**src/rtl/keypad_entry.sv**
```systemverilog
`default_nettype none
// ---------------------------------------------------------------------------
// keypad_entry : debounced 0-9 + clear keypad front end feeding a BCD timer.
// Rev 1.0
// ---------------------------------------------------------------------------
module keypad_entry #(
    parameter int DEBOUNCE   = 4,
    parameter int MAX_DIGITS = 3
) (
    input  logic       clk,
    input  logic       clrn,
    input  logic [9:0] keys,
    input  logic       clear_key,
    input  logic       lock,
    output logic [3:0] data,
    output logic       loadn,
    output logic [1:0] digit_cnt,
    output logic       full,
    output logic       clr_pulse
);

    typedef enum logic [1:0] {
        S_IDLE         = 2'd0,
        S_DEBOUNCE     = 2'd1,
        S_LOAD         = 2'd2,
        S_WAIT_RELEASE = 2'd3
    } state_t;

    localparam logic [7:0] C_DEB = 8'(DEBOUNCE);
    localparam logic [1:0] C_MAX = 2'(MAX_DIGITS);

    state_t      state_q;
    logic [10:0] meta_q;
    logic [10:0] pat_q;
    logic [10:0] cap_q;
    logic [7:0]  cnt_q;
    logic [3:0]  data_q;
    logic        loadn_q;
    logic [1:0]  digit_cnt_q;
    logic        full_q;
    logic        clr_pulse_q;

    logic        w_onehot;
    logic        w_digit_ok;
    logic        w_clear_ok;
    logic [3:0]  w_cap_idx;

    // Bit 10 of every pattern is the clear button, bits 9:0 the digit keys.
    assign w_onehot   = (pat_q[9:0] != 10'd0) &&
                        ((pat_q[9:0] & (pat_q[9:0] - 10'd1)) == 10'd0);
    assign w_digit_ok = w_onehot && !pat_q[10];
    assign w_clear_ok = pat_q[10] && (pat_q[9:0] == 10'd0);

    always_comb begin
        w_cap_idx = 4'd0;
        for (int i = 0; i < 10; i++) begin
            if (cap_q[i]) begin
                w_cap_idx = 4'(i);
            end
        end
    end

    always_ff @(posedge clk or negedge clrn) begin
        if (!clrn) begin
            state_q     <= S_IDLE;
            meta_q      <= '0;
            pat_q       <= '0;
            cap_q       <= '0;
            cnt_q       <= '0;
            data_q      <= '0;
            loadn_q     <= 1'b1;
            digit_cnt_q <= '0;
            full_q      <= 1'b0;
            clr_pulse_q <= 1'b0;
        end else begin
            meta_q      <= {clear_key, keys};
            pat_q       <= meta_q;
            loadn_q     <= 1'b1;
            clr_pulse_q <= 1'b0;
            if (lock) begin
                state_q <= S_IDLE;
                cnt_q   <= '0;
            end else begin
                case (state_q)
                    S_IDLE: begin
                        if (w_digit_ok || w_clear_ok) begin
                            state_q <= S_DEBOUNCE;
                            cnt_q   <= 8'd1;
                            cap_q   <= pat_q;
                        end
                    end
                    S_DEBOUNCE: begin
                        if (pat_q != cap_q) begin
                            state_q <= S_IDLE;
                            cnt_q   <= '0;
                        end else if (cnt_q >= C_DEB) begin
                            // Outputs are set on the entry edge so they line up with the LOAD cycle.
                            state_q <= S_LOAD;
                            cnt_q   <= '0;
                            if (cap_q[10]) begin
                                clr_pulse_q <= 1'b1;
                                digit_cnt_q <= '0;
                                full_q      <= 1'b0;
                            end else if (digit_cnt_q < C_MAX) begin
                                loadn_q     <= 1'b0;
                                data_q      <= w_cap_idx;
                                digit_cnt_q <= digit_cnt_q + 2'd1;
                                full_q      <= ((digit_cnt_q + 2'd1) == C_MAX);
                            end
                        end else begin
                            cnt_q <= cnt_q + 8'd1;
                        end
                    end
                    S_LOAD: begin
                        state_q <= S_WAIT_RELEASE;
                        cnt_q   <= '0;
                    end
                    S_WAIT_RELEASE: begin
                        if (pat_q != 11'd0) begin
                            cnt_q <= '0;
                        end else if ((cnt_q + 8'd1) >= C_DEB) begin
                            state_q <= S_IDLE;
                            cnt_q   <= '0;
                        end else begin
                            cnt_q <= cnt_q + 8'd1;
                        end
                    end
                    default: begin
                        state_q <= S_IDLE;
                        cnt_q   <= '0;
                    end
                endcase
            end
        end
    end

    assign data      = data_q;
    assign loadn     = loadn_q;
    assign digit_cnt = digit_cnt_q;
    assign full      = full_q;
    assign clr_pulse = clr_pulse_q;

endmodule
`default_nettype wire

```
**config.mk**
```make
export PLATFORM = sky130hd
export DESIGN_NAME = keypad_entry
export DESIGN_NICKNAME = d
export VERILOG_FILES = /design/src/rtl/keypad_entry.sv
export SDC_FILE = /design/constraint.sdc
export NUM_CORES = 1
export LEC_CHECK = 0
export CAP_MARGIN = 20
export CORE_MARGIN = 2
export CORE_UTILIZATION = 55
export DETAILED_ROUTE_END_ITERATION = 10
export GPL_TIMING_DRIVEN = 0
export PLACE_DENSITY_LB_ADDON = 0.25
export SLEW_MARGIN = 20
export SYNTH_ARGS = -nofsm -noshare
export SYNTH_HDL_FRONTEND = slang
export SYNTH_SLANG_ARGS = --single-unit
```
**constraint.sdc**
```tcl
create_clock -name clk -period 2.9 [get_ports clk]
set_input_delay 0.29 -clock clk [delete_from_list [all_inputs] [get_ports clk]]
set_output_delay 0.29 -clock clk [all_outputs]
set_load 0.005 [all_outputs]
```
; Word-level counts from Yosys, hierarchy flattened
; Cells that the tools add are included.
[totals]
register_bits = 52
inputBits = 14
output_inout_bits = 9
word_cells = 82
[classes]
addsub = 3
magnitude_cmp = 3
eq_ne = 9
mux = 38
n_bitwise = 4
n_reduce_logical = 15
[ops]
columns = op, n
row1 = 8-bit two-way mux, 6
row2 = 8-bit case mux with 4 select lines, 1
row3 = 4-bit two-way mux, 7
row4 = 10-bit zero test, 2
row5 = 2-bit two-way mux, 9
row6 = 8-bit by 3-bit greater-or-equal comparator with 1-bit output (second input constant), 2
row7 = 1-bit two-way mux, 14
row8 = 11-bit inequality test, 1
row9 = 11-bit nonzero test, 1
row10 = 10-bit AND, 1
row11 = 10-bit nonzero test, 1
row12 = 10-bit by 1-bit subtractor with 10-bit output (second input constant), 1
row13 = 3-bit inequality test (second input constant), 3
row14 = 8-bit by 1-bit adder with 8-bit output (second input constant), 1
row15 = 2-bit case mux with 4 select lines, 1
row16 = 2-bit == test (second input constant), 3
row17 = 6-bit AND reduction, 1
row18 = 5-bit AND reduction, 1
row19 = 4-bit inequality test (second input constant), 1
row20 = 4-bit AND reduction, 1
row21 = 1-bit logical AND, 3
row22 = 1-bit inverter, 3
row23 = 3-bit AND reduction, 1
row24 = 2-bit by 1-bit adder with 2-bit output (second input constant), 1
row25 = 6 further kinds, 6

; Depth between registers and ports, before layout
[logic_depth]
depth_word = 9
mapped_depth = 7
depth_no_buf = 7

; Worst setup path before layout
; No wires, ideal clock.
[synth_timing]
path_kind = flip-flop to flip-flop
startpoint = reg pat_q[1]
endpoint = reg cap_q[0]
setup_ps = 128
arrival_time_ps = 2575
t_required_ps = 2772
setup_slack_ps = 198
stages_incl_launch_ff = 8
path_buffers = 1
synth_period_minus_slack_ps = 2702
path_cell_list = dfrtp_1 or4_1 or4_4 a2111oi_4 o21ai_2 nor2b_1 buf_4 mux2_1
[synth_between]
elab_chain_cells = 7
elab_cells_between_ends = 10
classes_between = add/sub: 1 / bitwise: 1 / reduce/logical: 8
[synth_lines]
columns = element, line_no
row1 = from (decl), 34  ; logic [10:0] pat_q;
row2 = from (signal assigned), 77  ; pat_q <= meta_q;
row3 = 10-bit by 1-bit subtractor with 10-bit output, 50  ; ((pat_q[9:0] & (pat_q[9:0] - 10'd1)) == 10'd0);
row4 = 10-bit AND, 50
row5 = 10-bit zero test, 50
row6 = 1-bit logical AND, 49  ; assign w_onehot = (pat_q[9:0] != 10'd0) &&
row7 = 1-bit logical AND, 51  ; assign w_digit_ok = w_onehot && !pat_q[10];
row8 = 1-bit logical OR (*), 86  ; if (w_digit_ok || w_clear_ok) begin
row9 = 3-bit AND reduction (no line) (*), n/a
row10 = to (signal assigned), 89  ; cap_q <= pat_q;
row11 = to (decl), 35  ; logic [10:0] cap_q;
; Every way passes the cells marked *; elsewhere a longest branch is shown, timed or not.
; A chain may end at the register's enable or synchronous reset.

; Worst setup path after layout
[layout_timing]
startpoint = reg pat_q[1]
endpoint = reg cap_q[1]
[layout_between]
elab_chain_cells = 7
elab_cells_between_ends = 10
classes_between = add/sub: 1 / bitwise: 1 / reduce/logical: 8
[layout_lines]
columns = element, line_no
row1 = 10-bit by 1-bit subtractor with 10-bit output, 50
row2 = 10-bit AND, 50
row3 = 10-bit zero test, 50
row4 = 1-bit logical AND, 49
row5 = 1-bit logical AND, 51
row6 = 1-bit logical OR, 86
row7 = 3-bit AND reduction (no line), n/a
; Parallel ways exist; a longest one is shown, timed or not.

==> results.txt <==
- The post-route netlist has 12.8% of its cells at a drive strength greater than 1.
- Launch point of the worst hold path: meta_q[10]
* Wire length of the first global-routing pass: 7.22 mm
- DRC violations left: 0
- In the synthesized netlist the dominant register cell turns out to be sky130_fd_sc_hd__dfrtp_1.
* Max-slew headroom: 62.6%
- Setup violations remaining at the end of the flow were counted as 0.
- From left edge to right edge, the die measures 68.0 microns.
- For this block, the initial DRC count from the detailed router was 46.
- Fill cells: 291
- Area of the die: 0.00463 sq mm
- Worst supply voltage drop on vdd: 0.399 mV
* Port bufs: 22
- Critical path's slowest cell: sky130_fd_sc_hd__or4_1
- The clock passes through at most 2 buffers.
- Area share of the leading cell type in the synthesized netlist: 56.6%
- Power spread over the standard cell area amounts to 500 mW/mm^2.
- Core ar.: 0.00397 sq mm
- Avg Synthesized Cell Area: 12.0 sq um
* Startpoint of the worst-slack reg-to-reg timing path: pat_q[1]
- Number of nets in the layout: 243
- EDFF count, synth: 0
- The critical path is of the register to register type.
- The first TritonRoute pass finished after 4 iterations.
- Static timing analysis puts the maximum clock frequency at 359 MHz.
- Num CTS Buffers: 5
* Unrepaired setup endpoints after global routing: false
* Total power draw: 1.37 mW
* Clock H-tree levels: 2
* Max-cap violation count: 0
- Boundary Pins: 23
- In this run, distinct cell masters in the synthesized netlist total 49.
* Slew Viols, Final: 0
* Register bit count reported by yosys: 52
* Gate count of the mapped netlist: 188
- The synthesized netlist occupies a cell area of 0.00225 sq mm.
* Last weighted congestion value of the routability-driven placer: 0.832
- Wire length per cell: 15.2 microns
- Commonest non-fill, non-tap cells in the layout: 49 x sky130_fd_sc_hd__dfrtp_1, 21 x sky130_fd_sc_hd__clkdlybuf4s50_1, 12 x sky130_fd_sc_hd__xnor2_1
* Largest delay contributor family on the critical path: simple AND/OR/NAND/NOR gates
- Share of flip-flops with an asynchronous set or reset after synthesis: 100%
- Met3 demand-to-capacity share in global routing: 4.61%
* Worst Clk Skew: 0.00619 ns
- Detail Route Antenna Nets: 0
- The die is 68.0 microns tall.
- Synthesis-to-finish area growth: 21.6%
- GRT busiest layer: met2
* Portion of the post-synthesis area used by sequential elements: 57.8%
- 0 antenna diodes ended up in the layout.
- Detailed-route vias per instance: 5.79
* Cell count after placement: 261
- The routed design could run at a clock period as short as 2.78 ns.
* Sum Neg Setup Slack: 0 ns
- For this run, the total global-route usage over all layers was measured as 21.1%.
- Number of instances on the worst hold path: 0
- In this run the clock root is driven by a sky130_fd_sc_hd__clkbuf_8.
* Register-to-Register Path Depth: 7
* Clock slew at reported path FFs: 0.09 ns
- TritonCTS built the clock tree.
* Antenna violations before repair: 0
- List of cells traversed by the critical path: or4_1 -> or4_4 -> a2111oi_4 -> o21ai_4 -> nor2b_1 -> buf_4 -> mux2_1
- The worst hold path belongs to the class register to register.
- The number of failing hold endpoints at the final stage is 0.
- Post-route clock period utilization: 96.0%
* Met2 Resource Use GR: 35.7%
- For this run the aggregate overflow at the end of global routing stands at 0.
- Startpoint type of the worst setup path: register
* HPWL Detailed: 3.04 mm
- Latest clock arrival within the worst-skew pair: 0.30 ns
* Total via count after detailed routing: 1,597
* Top cell type by total area after synthesis: sky130_fd_sc_hd__dfrtp_1
- Number of non-filler instances in the completed layout: 276
- The flow ran to the end, and the final reports show no timing, DRC or antenna violations.
- Along the worst path, the maximum fanout reaches 8.
* Routed Wire Length: 4.20 mm
* Leakage power total: 1.25 nW
- Most frequent standard cell in the layout excluding fill and tap cells: sky130_fd_sc_hd__dfrtp_1
* Number of clock sinks: 52
- Fraction of met1 tracks used by global routing: 26.0%
- Data required time of the critical path: 3.08 ns
- Rows: 23
* Ys Warns: 0
* Data arrival at the endpoint of the critical path: 2.97 ns
- For this run, the slowest stage of the critical path takes 0.55 ns.
- Largest net degree at the start of global routing: 30
- Placement-stage worst setup slack: -0.0234 ns
- For the pin with the worst max-slew slack, the measured transition is 0.547 ns.
* Nets in the synthesized netlist: 206
* Critical path endpoint category: register
- Internal reg-to-reg setup slack: 0.12 ns
- Across all setup checks in the final design, the least slack found is 0.117 ns.
- The via count of the first global-routing pass was 1,615.
- Capture endpoint of the worst hold path: pat_q[10]
* CP bufs+invs: 1
* Top post-synthesis cells by area: sky130_fd_sc_hd__dfrtp_1 57%, sky130_fd_sc_hd__xnor2_1 4.7%, sky130_fd_sc_hd__mux2_1 3.5%
* Starting Density: 56.7%
- Worst r2r dst: cap_q[1]
[report_power, final]
group          internal (mW)  switching (mW)
Sequential             0.750          0.0268
Combinational         0.0505          0.0441
Clock                  0.260           0.238
[per-stage QoR]
stage / hold WS, ns / cell area (sq um) / util, %
3_5_place_dp: 0.309 / 2550 / 64.2
4_1_cts: 0.359 / 2680 / 67.6
2_1_floorplan: -0.00559 / 2250 / -
5_1_grt: 0.367 / 2740 / 69.0
6_report: 0.356 / 2740 / 69.0
3_3_place_gp: 0.331 / 2540 / 63.9
[cells in the mapped netlist (all sizes together) (5+ instances only)]
master,count
a21oi,6
and3,6
dfrtp,51
inv,11
mux2,9
nand2,10
nand3,5
nor2,6
nor3,5
o21ai,5
xnor2,12
[timing repair]
action | CTS | global route
pin swaps | 1 | 3
hold buffers | 1 | 0
gates resized for setup | 1 | 3
endpoints found under the hold margin | 22 | 0
buffers inserted | 0 | 6
cloned | 0 | 0
setup endpoints to repair | 5 | 5
[worst register-to-register path: stages (launching register included)]
cell and delay (ns):
sky130_fd_sc_hd__dfrtp_2 0.44, sky130_fd_sc_hd__or4_1 0.55, sky130_fd_sc_hd__or4_4 0.48, sky130_fd_sc_hd__a2111oi_4 0.45, sky130_fd_sc_hd__o21ai_4 0.11, sky130_fd_sc_hd__nor2b_1 0.13, sky130_fd_sc_hd__buf_4 0.18, sky130_fd_sc_hd__mux2_1 0.33
[layer usage]
layer  part of all wire (%)  wire (microns)
met1                     42            1780
met2                     52            2170
met3                    4.0             170
met4                    2.1              87
met5                      0               0
[sequential cells by signal, summed over array words and instances, names as in the netlist]
signal,count
data,4
clr_pulse,1
digit_cnt,2
cap_q,11
cnt_q,8
state_q,2
meta_q,11
loadn,1
pat_q,11
full,1
[cells by family after synthesis]
family                   synth area share (%)
AND/OR/NAND/NOR                          15.1
adder cells (fa/ha/maj)                  2.67
flip-flops                               57.8
XOR/XNOR                                 4.66
multiplexers                             4.50
buffers and inverters                    2.50
AO/OA/AOI/OAI                            12.8
[final cells by class]
type / instances / area [sq um] / share of cell area, %
clock buffers: 5 / 68.8 / 2.51
multi-input cells: 122 / 911 / 33.2
plain buffers: 3 / 15.0 / 0.548
clock inverters: 3 / 46.3 / 1.69
flip-flops and latches: 52 / 1310 / 47.6
repair buffers: 30 / 290 / 10.6
inverters: 11 / 41.3 / 1.51
well taps: 50 / 62.6 / 2.28
[worst max-delay path by stage]
stage,start,to,slack [ns],cells after the start
floorplan,pat_q[1],cap_q[0],0.20,7
detailed placement,pat_q[1],cap_q[1],-0.02,7
finish,pat_q[1],cap_q[1],0.12,7
CTS,pat_q[1],cap_q[1],0.03,7
global route,pat_q[1],cap_q[1],0.0002,7
global placement,pat_q[1],cap_q[7],0.007,7
Power figures use the tool's default switching activity.
